$ cat config.mk
export PLATFORM = sky130hd
export DESIGN_NAME = flush_ctrl
export DESIGN_NICKNAME = d
export VERILOG_FILES = /design/src/rtl/flush_pkg.sv /design/src/rtl/flush_ctrl_inv_walker.sv /design/src/rtl/flush_ctrl.sv
export SDC_FILE = /design/constraint.sdc
export NUM_CORES = 1
export LEC_CHECK = 0
export CAP_MARGIN = 20
export CORE_ASPECT_RATIO = 1.5
export CORE_MARGIN = 1
export CORE_UTILIZATION = 44
export DETAILED_ROUTE_END_ITERATION = 16
export PLACE_DENSITY = 0.86
export SYNTH_ARGS = -nofsm -noshare
export SYNTH_HDL_FRONTEND = slang
export SYNTH_HIERARCHICAL = 1
export SYNTH_SLANG_ARGS = --single-unit
$ cat constraint.sdc
create_clock -name clock -period 4.76 [get_ports clock]
set_clock_uncertainty 0.15 [all_clocks]
set_input_delay 0.714 -clock clock [delete_from_list [all_inputs] [get_ports clock]]
set_output_delay 0.714 -clock clock [all_outputs]
set_load 0.03 [all_outputs]
$ cat src/rtl/flush_pkg.sv
// Shared types for the flush/redirect sequencer.
package flush_pkg;

   localparam int PC_W = 32;

   typedef enum logic [2:0] {
      S_IDLE    = 3'd0,
      S_DRAIN   = 3'd1,
      S_ICINV   = 3'd2,
      S_TLBREQ  = 3'd3,
      S_TLBWAIT = 3'd4,
      S_REDIR   = 3'd5
   } flush_state_t;

endpackage

$ cat src/rtl/flush_ctrl_inv_walker.sv
// I-cache set walker: steps the set index on each accepted invalidate and
// flags acceptance of the final set.
module inv_walker #(
   parameter int ICACHE_SETS = 16,
   parameter int IDX_W       = $clog2(ICACHE_SETS)
) (
   input  logic             clock,
   input  logic             reset,
   input  logic             start,
   input  logic             active,
   input  logic             ready,
   output logic [IDX_W-1:0] idx,
   output logic             last
);

   localparam logic [IDX_W-1:0] LAST_IDX = IDX_W'(ICACHE_SETS - 1);

   logic [IDX_W-1:0] cnt;

   // The walk wraps to 0 by natural overflow; start re-zeroes it anyway so a
   // fresh walk never inherits a stale index.
   always_ff @(posedge clock or posedge reset) begin
      if (reset)
         cnt <= '0;
      else if (start)
         cnt <= '0;
      else if (active && ready)
         cnt <= cnt + IDX_W'(1);
   end

   assign idx  = cnt;
   assign last = active && ready && (cnt == LAST_IDX);

endmodule

$ cat src/rtl/flush_ctrl.sv
// Flush/redirect sequencer: drain LSU, optionally invalidate I-cache and flush
// TLB, then hand the new PC to the IFU.
module flush_ctrl
   import flush_pkg::*;
#(
   parameter int ICACHE_SETS = 16,
   parameter int IDX_W       = $clog2(ICACHE_SETS)
) (
   input  logic             clock,
   input  logic             reset,
   input  logic             req_flush,
   input  logic [31:0]      req_dnpc,
   input  logic             req_icache,
   input  logic             req_tlb,
   input  logic             lsu_idle,
   output logic             pipe_flush,
   output logic             busy,
   output logic             ic_inv_valid,
   output logic [IDX_W-1:0] ic_inv_idx,
   input  logic             ic_inv_ready,
   output logic             tlb_flush,
   input  logic             tlb_flush_done,
   output logic             redir_valid,
   output logic [31:0]      redir_pc,
   input  logic             redir_ready
);

   flush_state_t    state;
   logic [PC_W-1:0] dnpc_q;
   logic            ic_q;
   logic            tlb_q;
   logic            accept;
   logic            walk_start;
   logic            walk_last;

   // A request is taken in IDLE, or in the closing REDIR cycle so a
   // back-to-back flush needs no idle bubble.
   assign accept     = req_flush && ((state == S_IDLE) ||
                                     ((state == S_REDIR) && redir_ready));
   assign walk_start = (state == S_DRAIN) && lsu_idle && ic_q;

   always_ff @(posedge clock or posedge reset) begin
      if (reset) begin
         state  <= S_IDLE;
         dnpc_q <= '0;
         ic_q   <= 1'b0;
         tlb_q  <= 1'b0;
      end else begin
         if (accept) begin
            dnpc_q <= req_dnpc;
            ic_q   <= req_icache;
            tlb_q  <= req_tlb;
         end
         case (state)
            S_IDLE:
               if (accept) state <= S_DRAIN;
            S_DRAIN:
               if (lsu_idle) begin
                  if (ic_q)       state <= S_ICINV;
                  else if (tlb_q) state <= S_TLBREQ;
                  else            state <= S_REDIR;
               end
            S_ICINV:
               if (walk_last) state <= tlb_q ? S_TLBREQ : S_REDIR;
            S_TLBREQ:
               state <= S_TLBWAIT;
            // done is only looked at here, so one raised during the
            // request cycle is ignored.
            S_TLBWAIT:
               if (tlb_flush_done) state <= S_REDIR;
            S_REDIR:
               if (redir_ready) state <= accept ? S_DRAIN : S_IDLE;
            default:
               state <= S_IDLE;
         endcase
      end
   end

   inv_walker #(
      .ICACHE_SETS (ICACHE_SETS),
      .IDX_W       (IDX_W)
   ) u_walker (
      .clock  (clock),
      .reset  (reset),
      .start  (walk_start),
      .active (ic_inv_valid),
      .ready  (ic_inv_ready),
      .idx    (ic_inv_idx),
      .last   (walk_last)
   );

   assign busy         = (state != S_IDLE);
   assign ic_inv_valid = (state == S_ICINV);
   assign tlb_flush    = (state == S_TLBREQ);
   assign redir_valid  = (state == S_REDIR);
   assign redir_pc     = dnpc_q;
   assign pipe_flush   = req_flush | busy;

`ifndef SYNTHESIS
   // Writeback is held flushed while busy, so a request here is a protocol bug.
   a_no_req_while_busy : assert property (@(posedge clock) disable iff (reset)
      !(req_flush && busy && !((state == S_REDIR) && redir_ready)))
      else $error("flush_ctrl: req_flush while busy");
`endif

endmodule

==> summary.txt, run 1 <==
Run status
  – Status: finished clean

Route
  – Number of routed nets with antenna violations: 0
  – Routed wire per std cell: 14.82 um
  – Post-Route WL: between 3 and 4 mm
  – Routed vias/inst: 5.174
  – # DRC: 0
  – Iteration-0 DRC Markers: 21
  – DR vias: roughly 1.4k
  – Drt pass-1 iters: 4

Setup path
  – Top Family by Delay on Critical Path: buffers and inverters
  – WP buf/inv: 1
  – Setup slack, reg-to-reg: ~2.5 ns
  – Critical Path AT: roughly 2.2 ns
  – Register-to-Register Path Depth: 6
  – WS Path Type: reg -> out
  – R2r startpoint: state[1]
  – Critical Path RT: 3.90 ns
  – Critical Path Max Stage Delay: between 0.7 and 0.8 ns
  – Critical-path top delay cell: clkdlybuf4s50_1
  – Critical Path, Cell by Cell: nor3b_1 > clkdlybuf4s50_1
  – CP Launch Type: flop
  – Worst Setup End Kind: output pin
  – Worst-path fanout max: 16
  – Critical R2R Capture: state[0]

Yosys
  – Mapped Cells: roughly 140
  – Seq/Total Area, Yosys: a little under three fifths
  – Mapped cell area: between 0.0015 and 0.002 sq mm
  – Mapped Nets: 178
  – Average size of a mapped cell: 13.29 sq um
  – Register bit total from synthesis: about 40
  – Ys Warns: 6
  – Unique masters post-synth: 29

Final layout
  – Diode count: 0
  – Layout cell share with drive strength beyond 1: around a fifth
  – Layout area overhead: 50.45%
  – Nets: about 260
  – Commonest non-fill, non-tap cells in the layout: 81 x clkdlybuf4s50_1, 41 x dfrtp_1, 31 x mux2_2
  – Filler cells: about 290
  – Commonest non-fill, non-tap cell in the layout: clkdlybuf4s50_1
  – Non-filler cells, final: about 260

Power
  – Leak pwr: ~1.1 nW
  – PnR Total Power: around 2.0 mW
  – Worst vdd ir: 0.5316 mV
  – Pwr Density: just over 700 mW/mm^2

STA
  – RSZ-0062 raised after global routing: false
  – Max_slew headroom: ~65%
  – Setup Viol. Count Final: 0
  – Hold Fails Final Rpt: 0
  – Sum Neg Setup Slack: 0 ns
  – Period utilisation layout: between 60% and 70%
  – Slew Viols, Final: 0
  – Fmax: around 0.32 GHz
  – Worst-Margin Slew: ~0.53 ns
  – Tmin final: 3.099 ns

Min path
  – Cell depth of the worst min-delay path: 1
  – HP Start: redir_pc[20]
  – Hold Path End: redir_pc[20]
  – Hold Path Class: reg -> reg

Clocking
  – Worst-path clk slew: roughly 0.070 ns
  – CTS tree: yes
  – Post-CTS setup buffer count: 0
  – Hold_buf cts: 0
  – CTS Sinks: slightly above 40
  – Post_cts resized: 0
  – Worst-skew pair later-pin latency: about 0.28 ns
  – Clock root buffer: clkbuf_8
  – CTS Buffer Depth: 2
  – H-tree lvl count: 2
  – Num CTS Buffers: 5

Floorplanning
  – Initial Util: 46.08%
  – Core ar.: approximately 0.004 sq mm
  – Die ar.: around 0.0044 sq mm
  – Die height: roughly 81 um
  – # IOs: 82
  – # rows: 28
  – Die width: 54.34 um

Place
  – Port buffer count: a little over 80
  – Placed cell count: 257
  – Hpwl dp: 2.950 mm
  – Routability Congestion: about 0.72

Global route
  – Antenna violations before repair: 0
  – Congestion Overflow GR: 0
  – Vias in the first global route: between 1k and 1.5k
  – All-Layer GR Usage: between 10% and 20%
  – First-pass GRT wire length: a little over 6 mm
  – Largest net degree at the start of global routing: 35

Flow run
  – MaxCap Viol Count: 0
==> cell usage after synthesis <==
cell type / count / share of area [%]
o21ai_0: 2 / 0.55
buf_6: 4 / 2.5
inv_1: 5 / 1.0
nor2b_1: 1 / 0.35
clkbuf_1: 3 / 0.62
or2b_1: 1 / 0.42
o221ai_1: 1 / 0.48
nor2_1: 5 / 1.0
mux2_1: 4 / 2.5
mux2i_1: 1 / 0.55
o22ai_1: 1 / 0.35
nand3b_1: 2 / 0.83
nand2_1: 8 / 1.7
a21o_1: 1 / 0.42
or3_1: 1 / 0.35
a22oi_1: 2 / 0.83
a21oi_1: 4 / 1.1
nand2b_1: 2 / 0.69
mux2_2: 31 / 19
ha_1: 1 / 0.69
xor2_1: 2 / 0.97
nor3b_1: 4 / 1.7
nand2_2: 1 / 0.35
a221oi_1: 1 / 0.48
and2_1: 1 / 0.35
a2111oi_4: 1 / 1.5
nor4bb_1: 1 / 0.55
nand3_1: 4 / 1.1
dfrtp_1: 41 / 57
==> metal layers <==
metal | global-route usage, % | routed length [um]
met5 | 0 | 0
met4 | 8.462 | 74
met3 | 6.439 | 211
met2 | 36.83 | 2211
met1 | 18.87 | 1416
==> worst max path at each step <==
stage | startpoint | endpoint | slack [ns] | cells after the start
after floorplan | state[1] | state[0] | 1.94 | 8
after global placement | req_flush | pipe_flush | 1.85 | 4
after detailed placement | req_flush | pipe_flush | 1.83 | 4
after CTS | state[1] | ic_inv_valid | 1.65 | 2
after global routing | state[1] | ic_inv_valid | 1.57 | 2
final | state[1] | ic_inv_valid | 1.66 | 2
==> report_power, final <==
part	total [mW]	internal [mW]	leakage [nW]	switching, mW
combinational	1.09	0.528	0.585	0.561
clock	0.222	0.115	0.0443	0.107
sequential	0.650	0.518	0.492	0.132
total	1.96	1.16	1.12	0.799
==> cell type report <==
type | count | area [sq um] | share of cell area (%)
repair buffers | 83 | 825.8 | 30.36
well taps | 45 | 56.30 | 2.070
flip-flops and latches | 41 | 1026 | 37.72
multi-input cells | 83 | 706.9 | 25.99
inverters | 5 | 18.77 | 0.6900
clock buffers | 7 | 86.33 | 3.174
==> state kept, by name, summed over array words and instances, names as in the netlist <==
signal / flops
ic_q: 1
redir_pc: 32
state: 3
tlb_q: 1
u_walker/idx: 4
==> through the flow <==
step / utilization (%) / setup slack, ns / area (sq um) / hold slack, ns
floorplan: - / 1.941 / 1808 / 0.3301
global placement: 67.12 / 1.846 / 2634 / 0.3156
detailed placement: 67.12 / 1.834 / 2634 / 0.3250
CTS: 69.32 / 1.649 / 2720 / 0.3404
global route: 69.32 / 1.569 / 2720 / 0.3668
finish: 69.32 / 1.661 / 2720 / 0.3341
==> worst reg2reg max path, stage by stage (launching register included) <==
cell and delay [ns]:
dfrtp_1 0.67, nor3b_1 0.52, nand3_1 0.19, nor2_1 0.23, mux2_2 0.19, o22ai_1 0.07, a22oi_1 0.19
==> kinds of logic after synthesis <==
family,synth area share (%)
AO/OA/AOI/OAI,5.745
XOR/XNOR,0.9690
adder cells (fa/ha/maj),0.6919
buffers and inverters,4.152
AND/OR/NAND/NOR,9.344
multiplexers,22.35
flip-flops,56.75
Power figures use the tool's default switching activity.
==> inputs of run 2 (changes only) <==
--- a/config.mk
+++ b/config.mk
@@ -8,9 +8,9 @@
 export CAP_MARGIN = 20
 export CORE_ASPECT_RATIO = 1.5
 export CORE_MARGIN = 1
-export CORE_UTILIZATION = 44
+export CORE_UTILIZATION = 41
 export DETAILED_ROUTE_END_ITERATION = 16
-export PLACE_DENSITY = 0.86
+export PLACE_DENSITY = 0.81
 export SYNTH_ARGS = -nofsm -noshare
 export SYNTH_HDL_FRONTEND = slang
 export SYNTH_HIERARCHICAL = 1
==> constraint.sdc (replaced) <==
create_clock -name clock -period 2.9 [get_ports clock]
set_clock_uncertainty 0.15 [all_clocks]
set_input_delay 0.435 -clock clock [delete_from_list [all_inputs] [get_ports clock]]
set_output_delay 0.435 -clock clock [all_outputs]
set_load 0.03 [all_outputs]
==> summary.txt, run 2 (same netlist as run 1, synthesis figures left out) <==
Floorplanning
  – Die ar.: 0.004685 sq mm (was 0.004375 sq mm)
  – Die height: 83.33 um (was 80.51 um)
  – Core ar.: 0.004245 sq mm (was 0.003924 sq mm)
  – # rows: 29 (was 28)
  – # IOs: 82 (unchanged)
  – Initial Util: 42.59% (was 46.08%)
  – Die width: 56.22 um (was 54.34 um)

Power
  – Worst vdd ir: 0.7936 mV (was 0.5316 mV)
  – Sequential group share of total power: 33.0% (was 33.1%)
  – PnR Total Power: 3.218 mW (was 1.960 mW)
  – Leak pwr: 1.131 nW (was 1.121 nW)
  – Net Sw Frac: 40.45% (was 40.77%)
  – Switching power total: 1.302 mW (was 0.7993 mW)
  – Internal: 1.916 mW (was 1.161 mW)
  – Gate power share: 55.5% (about the same)
  – Pwr Density: 1176 mW/mm^2 (was 720.7 mW/mm^2)
  – Clock power share: 11.5% (was 11.3%)

Route
  – Post-Route WL: 3.823 mm (was 3.913 mm)
  – Routed vias/inst: 5.056 (was 5.174)
  – Drt pass-1 iters: 4 (unchanged)
  – DR vias: 1350 (was 1366)
  – Routed wire per std cell: 14.32 um (was 14.82 um)
  – # DRC: 0 (unchanged)
  – Number of routed nets with antenna violations: 0 (unchanged)
  – Iteration-0 DRC Markers: 61 (was 21)

Final layout
  – Commonest non-fill, non-tap cells in the layout: 81 x clkdlybuf4s50_1, 41 x dfrtp_1, 31 x mux2_2 (unchanged)
  – Nets: 263 (was 261)
  – Layout cell share with drive strength beyond 1: 19.46% (was 18.72%)
  – Diode count: 0 (unchanged)
  – Number of flip-flops in the largest register: 32 (unchanged)
  – Layout area overhead: 51.35% (was 50.45%)
  – Filler cells: 343 (was 285)
  – Commonest non-fill, non-tap cell in the layout: clkdlybuf4s50_1 (unchanged)
  – Final core utilization: 64.46% (was 69.32%)

Clocking
  – H-tree lvl count: 2 (unchanged)
  – Clock root buffer: clkbuf_8 (unchanged)
  – CTS Buffer Depth: 2 (unchanged)
  – Worst-skew pair later-pin latency: 0.29 ns (was 0.28 ns)
  – Post_cts resized: 0 (unchanged)
  – CTS tree: yes (unchanged)
  – Post-CTS setup buffer count: 0 (unchanged)
  – Num CTS Buffers: 5 (unchanged)
  – Worst-path clk slew: 0.08 ns (was 0.07 ns)
  – CTS Sinks: 41 (unchanged)
  – Hold_buf cts: 0 (unchanged)

Setup path
  – Critical Path, Cell by Cell: nor3b_1 > buf_4 > clkdlybuf4s50_1 (was nor3b_1 > clkdlybuf4s50_1)
  – Critical-path top delay cell: clkdlybuf4s50_1 (unchanged)
  – WS Path Type: reg -> out (unchanged)
  – Critical Path AT: 1.99 ns (was 2.24 ns)
  – Worst-path fanout max: 16 (unchanged)
  – Top Family by Delay on Critical Path: buffers and inverters (unchanged)
  – Critical Path RT: 2.32 ns (was 3.90 ns)
  – WP buf/inv: 2 (was 1)
  – Worst Setup End Kind: output pin (unchanged)
  – CP Launch Type: flop (unchanged)
  – Critical Path Max Stage Delay: 0.66 ns (was 0.77 ns)

STA
  – Max_slew headroom: 68.41% (was 64.77%)
  – Worst-Margin Slew: 0.4738 ns (was 0.5273 ns)
  – RSZ-0062 raised after global routing: false (unchanged)
  – Tmin final: between 2 and 3 ns
  – Slew Viols, Final: 0 (unchanged)
  – Fmax: roughly 0.39 GHz
  – Setup Viol. Count Final: 0 (unchanged)
  – Hold Fails Final Rpt: 0 (unchanged)
  – Period utilisation layout: ~89%
  – Sum Neg Setup Slack: 0 ns (unchanged)

Place
  – Port buffer count: 81 (unchanged)
  – Routability Congestion: 0.7595 (was 0.7245)
  – Hpwl dp: 2.882 mm (was 2.950 mm)

Global route
  – Congestion Overflow GR: 0 (unchanged)
  – Largest net degree at the start of global routing: 34 (was 35)
  – All-Layer GR Usage: 18.11% (was 19.96%)
  – Vias in the first global route: 1407 (was 1438)
  – Antenna violations before repair: 0 (unchanged)
  – First-pass GRT wire length: 6.513 mm (was 6.147 mm)

Run status
  – Status: finished clean (unchanged)

Flow run
  – MaxCap Viol Count: 0 (unchanged)

Min path
  – Hold Path Class: in -> async (was reg -> reg)
-- run 2: power groups by stage --
stage	combinational, mW	clock (mW)	sequential, mW
after floorplan	0.715	0	1.49
after global placement	1.78	0	1.07
after detailed placement	1.80	0	1.07
after CTS	1.80	0.379	1.07
after global routing	1.90	0.398	1.11
final	1.79	0.369	1.06
-- run 2: per-layer routing --
metal  global-route usage [%]  vias to the layer above  routed length, um
met5                        0                        -                  0
met4                    8.647                        0                 92
met3                    4.361                        9                205
met2                    31.60                       53               2080
met1                    20.31                      647               1444
li1                         -                      641                  -
-- run 2: cell type report --
cell class	instances	area, sq um	share of cell area [%]
flip-flops and latches	41	1026	37.49
repair buffers	85	840.8	30.73
multi-input cells	83	706.9	25.83
clock buffers	7	86.33	3.155
well taps	46	57.56	2.103
inverters	5	18.77	0.6859
-- run 2: path summary, 6_finish.rpt --
check                            startpoint         endpoint  slack, ns  cells past startpoint
worst max-delay path               state[1]     ic_inv_valid       0.33                      3
worst min-delay path                  reset  u_walker/idx[0]       0.20                      2
worst max register to register     state[2]     redir_pc[24]       0.77                      4
worst min register to register  redir_pc[0]      redir_pc[0]       0.34                      1
max in group asynchronous             reset             ic_q       1.74                      3
min in group clock              redir_pc[0]      redir_pc[0]       0.34                      1
-- run 2: per-stage QoR --
stage / instances / worst slack, ns / hold WS (ns) / cell area [sq um]
after floorplan: 136 / 0.08137 / 0.05108 / 1808
after global placement: 260 / 0.4971 / 0.3165 / 2650
after detailed placement: 260 / 0.4463 / 0.3237 / 2650
after CTS: 267 / 0.3063 / 0.2030 / 2736
after global routing: 267 / 0.2139 / 0.2254 / 2736
final: 267 / 0.3254 / 0.1993 / 2736
==> inputs of run 3 (changes only) <==
==> constraint.sdc (replaced) <==
create_clock -name clock -period 2.7 [get_ports clock]
set_clock_uncertainty 0.15 [all_clocks]
set_input_delay 0.405 -clock clock [delete_from_list [all_inputs] [get_ports clock]]
set_output_delay 0.405 -clock clock [all_outputs]
set_load 0.03 [all_outputs]
==> summary.txt, run 3 (same netlist as run 1, synthesis figures left out) <==
Run status
  – Status: finished clean (unchanged)

Final layout
  – Layout area overhead: 54.46% (was 51.35%)
  – Commonest non-fill, non-tap cells in the layout: 81 x clkdlybuf4s50_1, 41 x dfrtp_1, 31 x mux2_2 (unchanged)
  – Final core utilization: 65.78% (was 64.46%)
  – Number of flip-flops in the largest register: 32 (unchanged)
  – Layout cell share with drive strength beyond 1: 20.36% (was 19.46%)
  – Footprint of the multi-input gates: 711.9 sq um (was 706.9 sq um)
  – Diode count: 0 (unchanged)
  – Commonest non-fill, non-tap cell in the layout: clkdlybuf4s50_1 (unchanged)
  – FF+latch area: 0.001026 sq mm (unchanged)
  – Filler cells: 333 (was 343)
  – Nets: 262 (was 263)

STA
  – Hold Fails Final Rpt: 0 (unchanged)
  – Setup ws final: 0.1685 ns (was 0.3254 ns)
  – RSZ-0062 raised after global routing: false (unchanged)
  – Period utilisation layout: a little over nine tenths
  – Max_slew headroom: 65.75% (was 68.41%)
  – Sum Neg Setup Slack: 0 ns (unchanged)
  – Min Hold Slack: 0.2104 ns (was 0.1993 ns)
  – Slew Viols, Final: 0 (unchanged)
  – Tmin final: ~2.5 ns
  – Setup Viol. Count Final: 0 (unchanged)
  – Worst-Margin Slew: 0.5138 ns (was 0.4738 ns)
  – Fmax: 0.3950 GHz

Clocking
  – Hold_buf cts: 0 (unchanged)
  – Post-CTS setup buffer count: 0 (unchanged)
  – Clock root buffer: clkbuf_8 (unchanged)
  – CTS Sinks: 41 (unchanged)
  – Worst-path clk slew: 0.07 ns (was 0.08 ns)
  – CTS tree: yes (unchanged)
  – Num CTS Buffers: 5 (unchanged)
  – Worst-skew pair later-pin latency: 0.29 ns (about the same)
  – Post_cts resized: 0 (unchanged)
  – H-tree lvl count: 2 (unchanged)
  – CTS Buffer Depth: 2 (unchanged)

Route
  – # DRC: 0 (unchanged)
  – Iteration-0 DRC Markers: 48 (was 61)
  – Post-Route WL: 3.926 mm (was 3.823 mm)
  – Wire length on met1: 1.526 mm (was 1.444 mm)
  – Number of routed nets with antenna violations: 0 (unchanged)
  – Routed vias/inst: 5.120 (was 5.056)
  – DR vias: 1367 (was 1350)
  – Drt pass-1 iters: 4 (unchanged)
  – DR WL met2: 2.144 mm (was 2.080 mm)
  – DR WL met3: 181 um (was 205 um)
  – Routed wire per std cell: 14.70 um (was 14.32 um)
  – DR top layer: met4 (unchanged)

Setup path
  – CP Launch Type: flop (unchanged)
  – Register-to-Register Path Depth: 4 (unchanged)
  – Setup slack, reg-to-reg: 0.58 ns (was 0.77 ns)
  – Critical path startpoint: state[2] (was state[1])
  – WS Path Type: reg -> out (unchanged)
  – Critical R2R Capture: redir_pc[7] (was redir_pc[24])
  – Critical Path RT: 2.14 ns (was 2.32 ns)
  – R2r startpoint: state[2] (unchanged)
  – Critical Path AT: 1.98 ns (was 1.99 ns)
  – Worst Setup End Kind: output pin (unchanged)
  – Worst-path fanout max: 16 (unchanged)

Place
  – Port buffer count: 81 (unchanged)
  – Routability Congestion: 0.8280 (was 0.7595)
  – DP Worst Slack: 0.3178 ns (was 0.4463 ns)
  – Hpwl dp: 2.985 mm (was 2.882 mm)

Global route
  – First-pass GRT wire length: 6.644 mm (was 6.513 mm)
  – Antenna violations before repair: 0 (unchanged)
  – Vias in the first global route: 1422 (was 1407)
  – Largest net degree at the start of global routing: 35 (was 34)
  – All-Layer GR Usage: 18.21% (was 18.11%)
  – Congestion Overflow GR: 0 (unchanged)

Power
  – Leak pwr: 1.148 nW (was 1.131 nW)
  – Worst vdd ir: 1.121 mV (was 0.7936 mV)
  – Pwr Density: 1287 mW/mm^2 (was 1176 mW/mm^2)

Floorplanning
  – Die height: 83.33 um (unchanged)
  – Initial Util: 42.59% (unchanged)
  – # IOs: 82 (unchanged)
  – Core ar.: 0.004245 sq mm (unchanged)
  – Die width: 56.22 um (unchanged)
  – Die ar.: 0.004685 sq mm (unchanged)
  – # rows: 29 (unchanged)

Min path
  – Hold Path Class: in -> async (unchanged)

Flow run
  – MaxCap Viol Count: 0 (unchanged)
-- run 3: final cells by class --
| class | instances | share of cell area (%) |
|---|---|---|
| flip-flops and latches | 41 | 36.74 |
| repair buffers | 84 | 30.73 |
| multi-input cells | 83 | 25.49 |
| clock buffers | 6 | 2.957 |
| well taps | 46 | 2.061 |
| clock inverters | 2 | 1.344 |
| inverters | 5 | 0.6720 |
-- run 3: worst max-delay path by stage --
stage              endpoint  depth (start not counted)
3_5_place_dp    redir_pc[7]                          5
4_1_cts        ic_inv_valid                          2
6_report       ic_inv_valid                          2
5_1_grt           tlb_flush                          3
2_1_floorplan      state[0]                          8
3_3_place_gp   redir_pc[22]                          5
-- run 3: per-stage QoR --
| step | area (sq um) | cells | power [mW] |
|---|---|---|---|
| 5_1_grt | 2793 | 267 | 3.795 |
| 4_1_cts | 2793 | 267 | 3.636 |
| 2_1_floorplan | 1813 | 136 | 2.370 |
| 3_5_place_dp | 2673 | 259 | 3.118 |
| 6_report | 2793 | 267 | 3.594 |
| 3_3_place_gp | 2673 | 259 | 3.083 |
-- run 3: critical path: stages (launching register included) --
cell and delay, ns:
dfrtp_1 0.57, nor3b_2 0.39, clkdlybuf4s50_1 0.73
-- run 3: metal layers --
metal	GRT usage, %	up-vias
met4	6.874	0
met1	20.14	667
met5	0	-
li1	-	644
met2	32.79	50
met3	4.673	6
-- run 3: power by group --
part	switching [mW]	total [mW]	internal, mW
Sequential	0.215	1.13	0.914
Combinational	1.00	1.96	0.958
Clock	0.206	0.506	0.301
